--- src/rtl/countdown_controller.sv ---
// countdown_controller
// Programmable down-counter advanced by a prescaled tick. Supports start,
// pause/resume, clear, one-shot and auto-reload operation. Single clock
// domain: the prescaler produces an enable, never a derived clock.
//
// Ports:
//   mainClock   : system clock, all logic on the rising edge
//   reset       : synchronous, active-high, highest priority
//   start       : begin from IDLE/DONE, resume from PAUSE (level-sampled)
//   stop        : pause request while running
//   clear       : abort to IDLE from any state
//   auto_reload : 1 = reload at terminal count and keep running, 0 = one-shot
//   load_value  : initial count, sampled on start and on auto-reload
//   div_limit   : tick period minus one, compared live
//   count       : current count (registered)
//   tick        : one-cycle pulse per prescaler expiry applied in RUN
//   done        : one-cycle pulse at terminal count
//   running     : high iff state is RUN
//   state       : IDLE=0, RUN=1, PAUSE=2, DONE=3
module countdown_controller #(
    parameter int unsigned CNT_WIDTH = 4,
    parameter int unsigned DIV_WIDTH = 24
) (
    input  logic                 mainClock,
    input  logic                 reset,
    input  logic                 start,
    input  logic                 stop,
    input  logic                 clear,
    input  logic                 auto_reload,
    input  logic [CNT_WIDTH-1:0] load_value,
    input  logic [DIV_WIDTH-1:0] div_limit,
    output logic [CNT_WIDTH-1:0] count,
    output logic                 tick,
    output logic                 done,
    output logic                 running,
    output logic [1:0]           state
);

    typedef enum logic [1:0] {
        S_IDLE  = 2'd0,
        S_RUN   = 2'd1,
        S_PAUSE = 2'd2,
        S_DONE  = 2'd3
    } state_e;

    state_e               state_q;
    state_e               state_d;
    logic [DIV_WIDTH-1:0] pre_q;
    logic [DIV_WIDTH-1:0] pre_d;
    logic [CNT_WIDTH-1:0] count_d;
    logic                 tick_d;
    logic                 done_d;
    logic                 expiry_c;

    // >= rather than == so a live decrease of div_limit below the current
    // prescaler value still expires instead of wrapping the prescaler.
    assign expiry_c = (pre_q >= div_limit);

    assign state = state_q;

    // State, count, prescaler and pulse registers.
    always_ff @(posedge mainClock) begin
        if (reset) begin
            state_q <= S_IDLE;
            count   <= '1;
            pre_q   <= '0;
            tick    <= 1'b0;
            done    <= 1'b0;
            running <= 1'b0;
        end else begin
            state_q <= state_d;
            count   <= count_d;
            pre_q   <= pre_d;
            tick    <= tick_d;
            done    <= done_d;
            running <= (state_d == S_RUN);
        end
    end

    // Next-state, next-count and pulse generation.
    always_comb begin
        state_d = state_q;
        count_d = count;
        pre_d   = pre_q;
        tick_d  = 1'b0;
        done_d  = 1'b0;

        if (clear) begin
            state_d = S_IDLE;
            count_d = '1;
            pre_d   = '0;
        end else begin
            unique case (state_q)
                S_IDLE, S_DONE: begin
                    if (start) begin
                        count_d = load_value;
                        pre_d   = '0;
                        state_d = S_RUN;
                    end
                end
                S_RUN: begin
                    // A pause discards any same-cycle expiry; the held
                    // prescaler makes it recur on the first cycle after resume.
                    if (stop) begin
                        state_d = S_PAUSE;
                    end else if (expiry_c) begin
                        pre_d  = '0;
                        tick_d = 1'b1;
                        if (count != '0) begin
                            count_d = count - CNT_WIDTH'(1);
                        end else begin
                            done_d = 1'b1;
                            if (auto_reload) begin
                                count_d = load_value;
                            end else begin
                                state_d = S_DONE;
                            end
                        end
                    end else begin
                        pre_d = pre_q + DIV_WIDTH'(1);
                    end
                end
                S_PAUSE: begin
                    if (start && !stop) begin
                        state_d = S_RUN;
                    end
                end
                default: begin
                    state_d = S_IDLE;
                end
            endcase
        end
    end

endmodule

--- config.mk ---
export PLATFORM = sky130hd
export DESIGN_NAME = countdown_controller
export DESIGN_NICKNAME = d
export VERILOG_FILES = /design/src/rtl/countdown_controller.sv
export SDC_FILE = /design/constraint.sdc
export NUM_CORES = 1
export LEC_CHECK = 0
export BUFFER_PORTS_ARGS = -buffer_cell sky130_fd_sc_hd__buf_2
export CAP_MARGIN = 20
export CORE_MARGIN = 2
export CORE_UTILIZATION = 41
export CTS_CLUSTER_SIZE = 30
export DETAILED_ROUTE_END_ITERATION = 10
export GPL_TIMING_DRIVEN = 0
export REMOVE_ABC_BUFFERS = 1
export SKIP_CTS_REPAIR_TIMING = 1
export SYNTH_ARGS = -nofsm -noshare
export SYNTH_HDL_FRONTEND = slang
export SYNTH_SLANG_ARGS = --single-unit
--- constraint.sdc ---
create_clock -name mainClock -period 3.9 [get_ports mainClock]
set_input_delay 0.78 -clock mainClock [delete_from_list [all_inputs] [get_ports mainClock]]
set_output_delay 0.78 -clock mainClock [all_outputs]
set_load 0.01 [all_outputs]
# After elaboration in Yosys (flattened, before gate mapping)
# Cells that the tools add are included.
[word_totals] reg_bits=33 latch_bits=0 ramBits=0 mem_bits_ro=0 input_bits=34 wordCells=50 mem_count=0
[classes] n_addsub=2 mul=0 div=0 order_cmp=1 eq_ne=8 n_shift=0 n_mux=20 n_bitwise=2 reduce_logical=11
[op_table] cell="$mux W24" n=3
[op_table] cell="$pmux W24 S2" n=1
[op_table] cell="$add A24 B1 Y24 const B" n=1
[op_table] cell="$ge A24 B24 Y1" n=1
[op_table] cell="$mux W4" n=5
[op_table] cell="$mux W2" n=7
[op_table] cell="$pmux W4 S2" n=1
[op_table] cell="$ne A2 B2 Y1 const B" n=3
[op_table] cell="$pmux W2 S3" n=1
[op_table] cell="$reduce_and A5 Y1" n=1
[op_table] cell="$reduce_or A5 Y1" n=1
[op_table] cell="$eq A2 B1 Y1 const B" n=2
[op_table] cell="$eq A2 B2 Y1 const B" n=2
[op_table] cell="$reduce_bool A4 Y1" n=1
[op_table] cell="$reduce_or A2 Y1" n=2
[op_table] cell="$reduce_or A4 Y1" n=1
[op_table] cell="$sub A4 B1 Y4 const B" n=1
[op_table] cell="$ne A3 B3 Y1 const B" n=1
[op_table] cell="$reduce_and A3 Y1" n=1
[op_table] cell="$logic_not A2 Y1" n=1
[op_table] cell="$mux W1" n=2
[op_table] cell="$not A1 Y1" n=2
[op_table] cell="$reduce_bool A2 Y1" n=1
[op_table] cell="$logic_and A1 B1 Y1" n=1
[op_table] cell="$logic_not A1 Y1" n=1

# Logic depth before layout (Yosys ltp)
# Gate-level depths: netlist of run 1.
[depth] word_depth=7 depth_mapped=10

# Least setup slack after synthesis of run 1
# No wires, ideal clock.
[synth_timing] path_kind="in2reg" startpoint="in div_limit[2]" endpoint="reg pre_q[9]" setup_ns=0.074 arrival_time_ns=2.503 t_required_ns=3.826 slack_ns=1.322 cell_stages=8 path_cell_list="inv_1 ha_1 a211oi_2 o21ai_1 a211oi_2 o2111ai_2 or4_1 a31oi_1"
[synth_between] elab_chain_cells=4
[synth_lines] element="from (decl)" line="31" rtl="input logic [DIV_WIDTH-1:0] div_limit,"
[synth_lines] element="$ge A24 B24 Y1" line="57" rtl="assign expiry_c = (pre_q >= div_limit);"
[synth_lines] element="$mux W24" line="106" rtl="end else if (expiry_c) begin"
[synth_lines] element="$mux W24" line="104" rtl="if (stop) begin"
[synth_lines] element="$pmux W24 S2" line="93" rtl="unique case (state_q)"
[synth_lines] element="to (signal assigned)" line="73" rtl="pre_q <= pre_d;"
[synth_lines] element="to (decl)" line="48" rtl="logic [DIV_WIDTH-1:0] pre_q;"
# No other way between the ends. The select of a mux whose other input is x is not followed.
# A chain may end at the register's enable or synchronous reset.

# Worst setup path after layout of run 1
[layout_timing] startpoint="in div_limit[19]" endpoint="reg pre_q[12]"
# Same word-level chain as after synthesis.

==> flow_results.org, run 1 <==
** Run status
- Outcome :: finished, final reports clean

** Global routing
- The initial antenna violation count was 0.
- Across every metal layer, demand over resource in global routing totals 18.90%.
- Vias in the first global route :: 2065
- Wire length of the first global-routing pass :: 9763 um
- Summed over all layers, the global routing overflow is 0.
- Entering global routing, the biggest net connects 21 pins.

** Synthesis
- Counting flops with an async set or reset pin after synthesis yields a share of 0%.
- Count of cell types in the netlist :: 47
- Total number of yosys warnings :: 0
- Share of the yosys chip area belonging to registers :: 27.34%
- The synthesized design contains 33 register bits.
- Averaged over all synthesized cells, the footprint is 7.622 um2.
- Count of flip-flops with a built-in enable after synthesis :: 0
- For this run, the leading register cell type out of synthesis is sky130_fd_sc_hd__dfxtp_1.
- In this run the cell area of the synthesized design comes to 2416 um2.
- Number of standard cells after synthesis :: 317

** Final layout
- Cells with a size suffix above 1 make up 16.20% of the layout.
- Compared with the post-synthesis result, the final layout area differs by 14.14%.
- In the final design database the tool counted 419 nets.
- Area used by sequential logic in the layout :: 660.6 um2
- Most common library cell in the layout ignoring fill and taps :: sky130_fd_sc_hd__buf_2
- Utilization after layout :: 49.17%
- Area of combinational cells with multiple inputs :: 1590 um2
- Number of antenna repair diodes :: 0
- In the layout the commonest cells are sky130_fd_sc_hd__buf_2 (42), sky130_fd_sc_hd__nor2_1 (39), sky130_fd_sc_hd__inv_1 (33), sky130_fd_sc_hd__dfxtp_1 (33), sky130_fd_sc_hd__ha_1 (28).
- Filler cell count :: 576

** Setup path
- Worst-path cell with the longest stage delay :: sky130_fd_sc_hd__a31oi_1
- Delay of the slowest cell on the worst path :: 0.89 ns
- WP buf/inv :: 2
- Kind of critical path :: input port to flip-flop
- The worst register-to-register path begins at pre_q[19]$_SDFFE_PP0P_.
- On the critical path the largest part of the delay comes from compound AO/OA/AOI/OAI gates.
- Tracing the worst setup path back leads to its startpoint at div_limit[19].
- The signal on the critical path passes through buf_2, inv_1, ha_1, nand4_1, nor4_1, o21ai_0, o211a_1, a31oi_1, nor3_1.
- STA classifies the critical path startpoint as an input port.
- Critical path data required time :: 4.03 ns
- In this run the worst path has a maximum fanout of 20.
- STA classifies the critical path endpoint as a flip-flop.
- Worst EP arrival :: 3.62 ns

** Clocking
- Clock buffer depth :: 2
- TritonCTS buffer count :: 5
- Clock tree from TritonCTS :: done
- Clock transition at path regs :: 0.07 ns
- The tree is rooted in a sky130_fd_sc_hd__clkbuf_8.
- CTS H-tree lvls :: 2
- The later pin in the worst-skew pair is clocked with a latency of 0.28 ns.
- Counting every sink on the clock net gives 33.

** Pwr
- Gate power share :: 13.5%
- Internal power comes to 500.7 uW.
- In this run the static leakage power is 0.001176 uW.
- Net switching is 27.67% of the power.
- PwrDens :: 251.0 nW/um2
- Sequential group share of total power :: 49.6%
- The share of total power dissipated in the clock network is 36.9%.
- Worst supply voltage drop on vdd :: 209.0 uV
- The design draws 692.1 uW.
- Switching power :: 191.5 uW

** Drt
- The first routing iteration left 124 violations.
- The routed design has 5774 um of wire.
- Total DRC errors in the routed layout :: 0
- Residual antenna-violating net count after detailed routing :: 0
- Avg Vias per Cell :: 5.451
- Total number of vias :: 2344
- Number of iterations in the first detailed-routing pass :: 4
- Dividing the detail-routed wire length by the instance count gives 13.43 um.

** Place
- Detailed-placement wirelength estimate :: 4312 um
- Port buffer count :: 42
- Before CTS, the worst setup slack after placement is 0.008012 ns.
- Placer Congestion :: 0.8380

** Worst hold path
- In this run the most critical hold path is launched from pre_q[0]$_SDFFE_PP0P_.
- The tightest min-delay check is of the flip-flop to flip-flop type.

** STA
- Dividing the final minimum period by the clock period gives 89.51%.
- The number of failing hold endpoints at the final stage is 0.
- For this run, the top clock speed supported by timing is 286.5 MHz.
- Worst slew margin relative to its limit :: 31.01%
- The worst path needs 3.491 ns of the cycle, external delays included.
- Total count of max-transition violations in the final report :: 0
- On the final layout, the worst hold slack is 0.4971 ns.
- Worst setup skew after layout :: 0.003159 ns
- At the pin with the least slew margin, the transition time is 1.030 ns.
- For the final routed database, the setup TNS stands at 0 ns.
- Setup violations remaining at the end of the flow were counted as 0.
- Once routing completed, OpenROAD measured the worst setup slack at 0.4092 ns.
- Unrepaired setup endpoints after global routing :: no

** Floorplanning
- Core outline area :: 5608 um2
- Measured along the y axis, the die boundary spans 80.77 um.
- Placement row count :: 27
- Die extent in x :: 80.77 um
- Initial Utilization :: 43.08%
- Total die area :: 6523 um2
- In this run the count of I/O pins placed on the die edge is 43.

** Job
- Max-cap violations in this run came to 0.
-- worst register-to-register path: stages (launching register included) --
cell	delay (ns)
sky130_fd_sc_hd__dfxtp_1	0.38
sky130_fd_sc_hd__ha_1	0.34
sky130_fd_sc_hd__nand4_1	0.14
sky130_fd_sc_hd__nor4_1	0.38
sky130_fd_sc_hd__o21ai_0	0.32
sky130_fd_sc_hd__o211a_1	0.56
sky130_fd_sc_hd__a31oi_1	0.89
sky130_fd_sc_hd__nor3_1	0.14
-- final timing paths --
path                            end  slack, ns  depth (start not counted)
min           pre_q[0]$_SDFFE_PP0P_       0.50                          2
min reg2reg   pre_q[0]$_SDFFE_PP0P_       0.50                          2
max reg2reg  pre_q[12]$_SDFFE_PP0P_       0.60                          7
max          pre_q[12]$_SDFFE_PP0P_       0.41                          9
-- power by group through the flow --
stage          Sequential, uW  Combinational (uW)  Clock, uW
2_1_floorplan             352                55.5          0
4_1_cts                   343                94.6        258
3_5_place_dp              351                94.3          0
3_3_place_gp              351                92.3          0
5_1_grt                   343                 107        275
6_report                  343                93.7        255
-- stage by stage --
stage	cells	area (um2)
4_1_cts	430	2758
6_report	430	2758
5_1_grt	430	2758
3_3_place_gp	422	2675
3_5_place_dp	422	2675
2_1_floorplan	308	2375
-- cell families (layout without fill, tap and decap cells) --
kind of cell               count (synthesis)  in the layout  synth area share [%]
buffers and inverters                     42             83                 6.836
adders and majority gates                 28             28                 14.50
AOI/OAI and AO/OA                         80             80                 22.99
and+or+nand+nor                          123            123                 24.34
DFF                                       33             33                 27.34
xor gates and xnor gates                  11             11                 3.987
-- registers in the layout, summed over array words and instances (netlist names) --
signal / count
running: 1
pre_q: 24
state: 2
count: 4
tick: 1
done: 1
-- synth_stat cells (5+ instances only) --
master | count | area (um2)
sky130_fd_sc_hd__a211oi_1 | 5 | 37.54
sky130_fd_sc_hd__a21oi_1 | 19 | 95.09
sky130_fd_sc_hd__a31oi_1 | 10 | 62.56
sky130_fd_sc_hd__and3_1 | 5 | 31.28
sky130_fd_sc_hd__clkbuf_1 | 5 | 18.77
sky130_fd_sc_hd__dfxtp_1 | 33 | 660.6
sky130_fd_sc_hd__ha_1 | 28 | 350.3
sky130_fd_sc_hd__inv_1 | 33 | 123.9
sky130_fd_sc_hd__nand2_1 | 26 | 97.59
sky130_fd_sc_hd__nand3_1 | 18 | 90.09
sky130_fd_sc_hd__nand4_1 | 12 | 75.07
sky130_fd_sc_hd__nor2_1 | 39 | 146.4
sky130_fd_sc_hd__o21ai_0 | 14 | 70.07
sky130_fd_sc_hd__xor2_1 | 7 | 61.31
-- routing by layer --
| layer | vias to the layer above | track usage [%] | part of all wire (%) |
|---|---|---|---|
| met5 | - | 0 | 0 |
| met4 | 0 | 4.576 | 0.69 |
| met3 | 4 | 3.556 | 4.2 |
| met2 | 45 | 30.50 | 44 |
| met1 | 1069 | 26.14 | 51 |
| li1 | 1226 | - | - |
-- layout make-up --
class                      count  area share [%]
sequential                    33           23.96
inverter                      33           4.492
multi-input combinational    242           57.67
clock buffer                   6           2.632
timing repair buffer          42           7.623
clock inverter                 2          0.3630
tap                           72           3.267
Note: power is estimated with default switching activity, not from simulation.
==> run 2: changes to the inputs <==
GPL_TIMING_DRIVEN = 1   (was 0)
==> run 2 against run 1 <==
  * Sequential cell count unchanged
  * Critical path type unchanged
  * Highest routed layer unchanged
  * Sequential power about the same
  * Final area up 2.5%
  * Largest power group unchanged
  * Final cell count up 0.93%
==> flow_results.org, run 2 (synthesis results as in run 1) <==
** Floorplanning
- Total die area :: 6523 um2
- From bottom edge to top edge, the die measures 80.77 um.
- Core outline area :: 5608 um2
- 43 I/O pins were placed.
- The floorplan step set the die width to 80.77 um.
- The initial utilization of the core area, before any placement, comes to 43.08%.
- Placement row count :: 27

** Worst hold path
- Count of cells along the worst hold path :: 1
- Worst Hold Class :: flip-flop to flip-flop
- The worst hold path begins at pre_q[18]$_SDFFE_PP0P_.
- Hold Path End :: pre_q[18]$_SDFFE_PP0P_

** Global routing
- The initial antenna violation count was 0.
- The via count of the first global-routing pass was 2139.
- Global-route congestion overflow total :: 0
- Global routing usage summed across all routing layers :: 18.92%
- Maximum number of pins on one net before global-route repair :: 21
- The first global-routing pass estimated 9784 um of wire.

** Clocking
- In this run the number of H-tree levels came out at 2.
- Clock latency on the worst-skew pair, taken at its later pin, is 0.29 ns.
- TritonCTS built the clock tree.
- Buffers inserted during clock tree synthesis total 5.
- The clock drives 33 sinks.
- Library cell used as clock root buffer :: sky130_fd_sc_hd__clkbuf_8
- After clock tree synthesis, the clock-pin slew on the worst setup and hold paths is 0.08 ns.
- Clock buffer depth :: 2

** Setup path
- Critical Path Fanout Max :: 20
- Worst EP arrival :: 3.11 ns
- R2R Path Start :: pre_q[2]$_SDFFE_PP0P_
- Crit path top cell by count :: sky130_fd_sc_hd__a211oi_2
- Walking the worst path, the cells encountered are buf_2, inv_1, ha_1, a211oi_2, o21ai_1, a211oi_2, o211a_1, a31oi_1, buf_4, nor3_1.
- Nature of the critical path startpoint :: input port
- Counting both buffers and inverters, the worst setup path holds a total of 3.
- The endpoint identified for the worst register-to-register timing path is pre_q[12]$_SDFFE_PP0P_.
- Worst-case reg-to-reg path depth :: 8
- Crit. End Element :: flip-flop
- Delay of the slowest cell on the worst path :: 0.62 ns
- The setup check on the worst reg-to-reg path leaves a slack of 1.18 ns.
- Family with the most delay on the worst path :: compound AO/OA/AOI/OAI gates
- Kind of critical path :: input port to flip-flop
- STA puts the critical path data required time at 4.12 ns.
- For this design, the slowest cell found on the critical path is sky130_fd_sc_hd__o211a_1.
- Critical Path Stages :: 10

** Place
- Placed Area :: 2705 um2
- Detailed placement finished with a half-perimeter wire length of 4428 um.
- The congestion estimate from routability-driven global placement came to 0.8274.
- Port buffer count :: 42
- Total instance count after detailed placement :: 426

** Drt
- The count of nets left with antenna violations once routing finished came out at 0.
- Aggregate routed wire length :: 5876 um
- The first TritonRoute pass finished after 4 iterations.
- Total number of vias :: 2363
- The detailed router finished its first iteration with 147 violations.
- After detailed routing, the number of vias per cell comes to 5.445.
- In the routed design, unresolved DRC markers number 0.
- In the final routed layout, each cell accounts on average for 13.54 um.

** Final layout
- Filler cell count :: 591
- Number of antenna repair diodes :: 0
- Area of combinational cells with multiple inputs :: 1590 um2
- At the end of the flow, the number of nets in the layout was 423.
- Flip-flop count of the largest register after layout :: 24
- After routing the design area is 2825 um2.
- After the flow finishes, the layout carries non-filler instances totaling 434.
- Most frequent cells in the layout :: sky130_fd_sc_hd__buf_2 (42), sky130_fd_sc_hd__nor2_1 (39), sky130_fd_sc_hd__inv_1 (33), sky130_fd_sc_hd__dfxtp_1 (33), sky130_fd_sc_hd__ha_1 (28)
- Layout-stage area growth over the synthesis result :: 16.93%
- The sequential cells in the finished layout cover a total of 660.6 um2.
- Top reg by flops :: pre_q
- Cells with a size suffix above 1 make up 17.40% of the layout.
- Leaving out fill and tap cells, the most frequent cell in the layout is sky130_fd_sc_hd__buf_2.

** STA
- Across the routed clock network, the largest skew measured is 0.009153 ns.
- At the pin with the least slew margin, the transition time is 0.6153 ns.
- Counting I/O delays and the setup requirement, the final critical path takes 2.894 ns.
- Unrepaired setup endpoints after global routing :: no
- Across all hold checks on the routed design, the worst slack comes to 0.5020 ns.
- The final-report max-slew violation count was 0.
- For the final routed database, the setup TNS stands at 0 ns.
- Final setup violation count :: 0
- Fin. Hold Viols :: 0
- After layout, the worst path uses 74.20% of the clock period.
- Static timing analysis puts the maximum clock frequency at 345.6 MHz.
- Headroom to the max-slew limit came out at 58.60%.

** Pwr
- Final total power :: 784.3 uW
- IR analysis of the VDD net gives a maximum drop of 205.8 uV.
- PwrDens :: 277.6 nW/um2
- Leakage power figure :: 0.001207 uW

** Run status
- Outcome :: finished, final reports clean

** Job
- Max-capacitance violation count :: 0
[run 2: layout make-up]
class	instances	share of cell area, %
Multi-Input combinational cell	242	56.29
Sequential cell	33	23.38
Timing Repair Buffer	46	8.503
Inverter	33	4.384
Tap cell	72	3.189
Clock buffer	6	2.923
Clock inverter	2	1.329
[run 2: layer usage]
layer	GRT usage [%]	wire, um
met1	25.73	2985
met2	31.75	2595
met3	3.333	256
met4	3.559	38
met5	0	0
[run 2: how the worst max path moves through the flow]
| stage | to | start |
|---|---|---|
| 2_1_floorplan | pre_q[12]$_SDFFE_PP0P_ | div_limit[19] |
| 3_3_place_gp | pre_q[12]$_SDFFE_PP0P_ | div_limit[2] |
| 3_5_place_dp | pre_q[12]$_SDFFE_PP0P_ | div_limit[2] |
| 4_1_cts | pre_q[12]$_SDFFE_PP0P_ | div_limit[2] |
| 5_1_grt | pre_q[12]$_SDFFE_PP0P_ | div_limit[2] |
| 6_report | pre_q[12]$_SDFFE_PP0P_ | div_limit[2] |
[run 2: power by group]
part           internal (uW)  switching, uW  total, uW
Combinational           39.3           58.3       97.6
Sequential               340           3.45        343
Clock                    208            136        343
Total                    587            197        784
[run 2: worst reg2reg max path: cells and delay by family (launching register included)]
family | cells | cell delay [ns]
AO/OA/AOI/OAI | 5 | 1.53
flip-flops | 1 | 0.43
adder cells (fa/ha/maj) | 1 | 0.29
buffers and inverters | 1 | 0.22
AND/OR/NAND/NOR | 1 | 0.17
[run 2: per-stage QoR]
stage,worst slack (ns),utilization (%)
after global routing,0.8613,50.38
after CTS,1.008,50.38
after detailed placement,0.7125,48.24
final,1.006,50.38
after floorplan,1.069,-
after global placement,0.7268,48.24
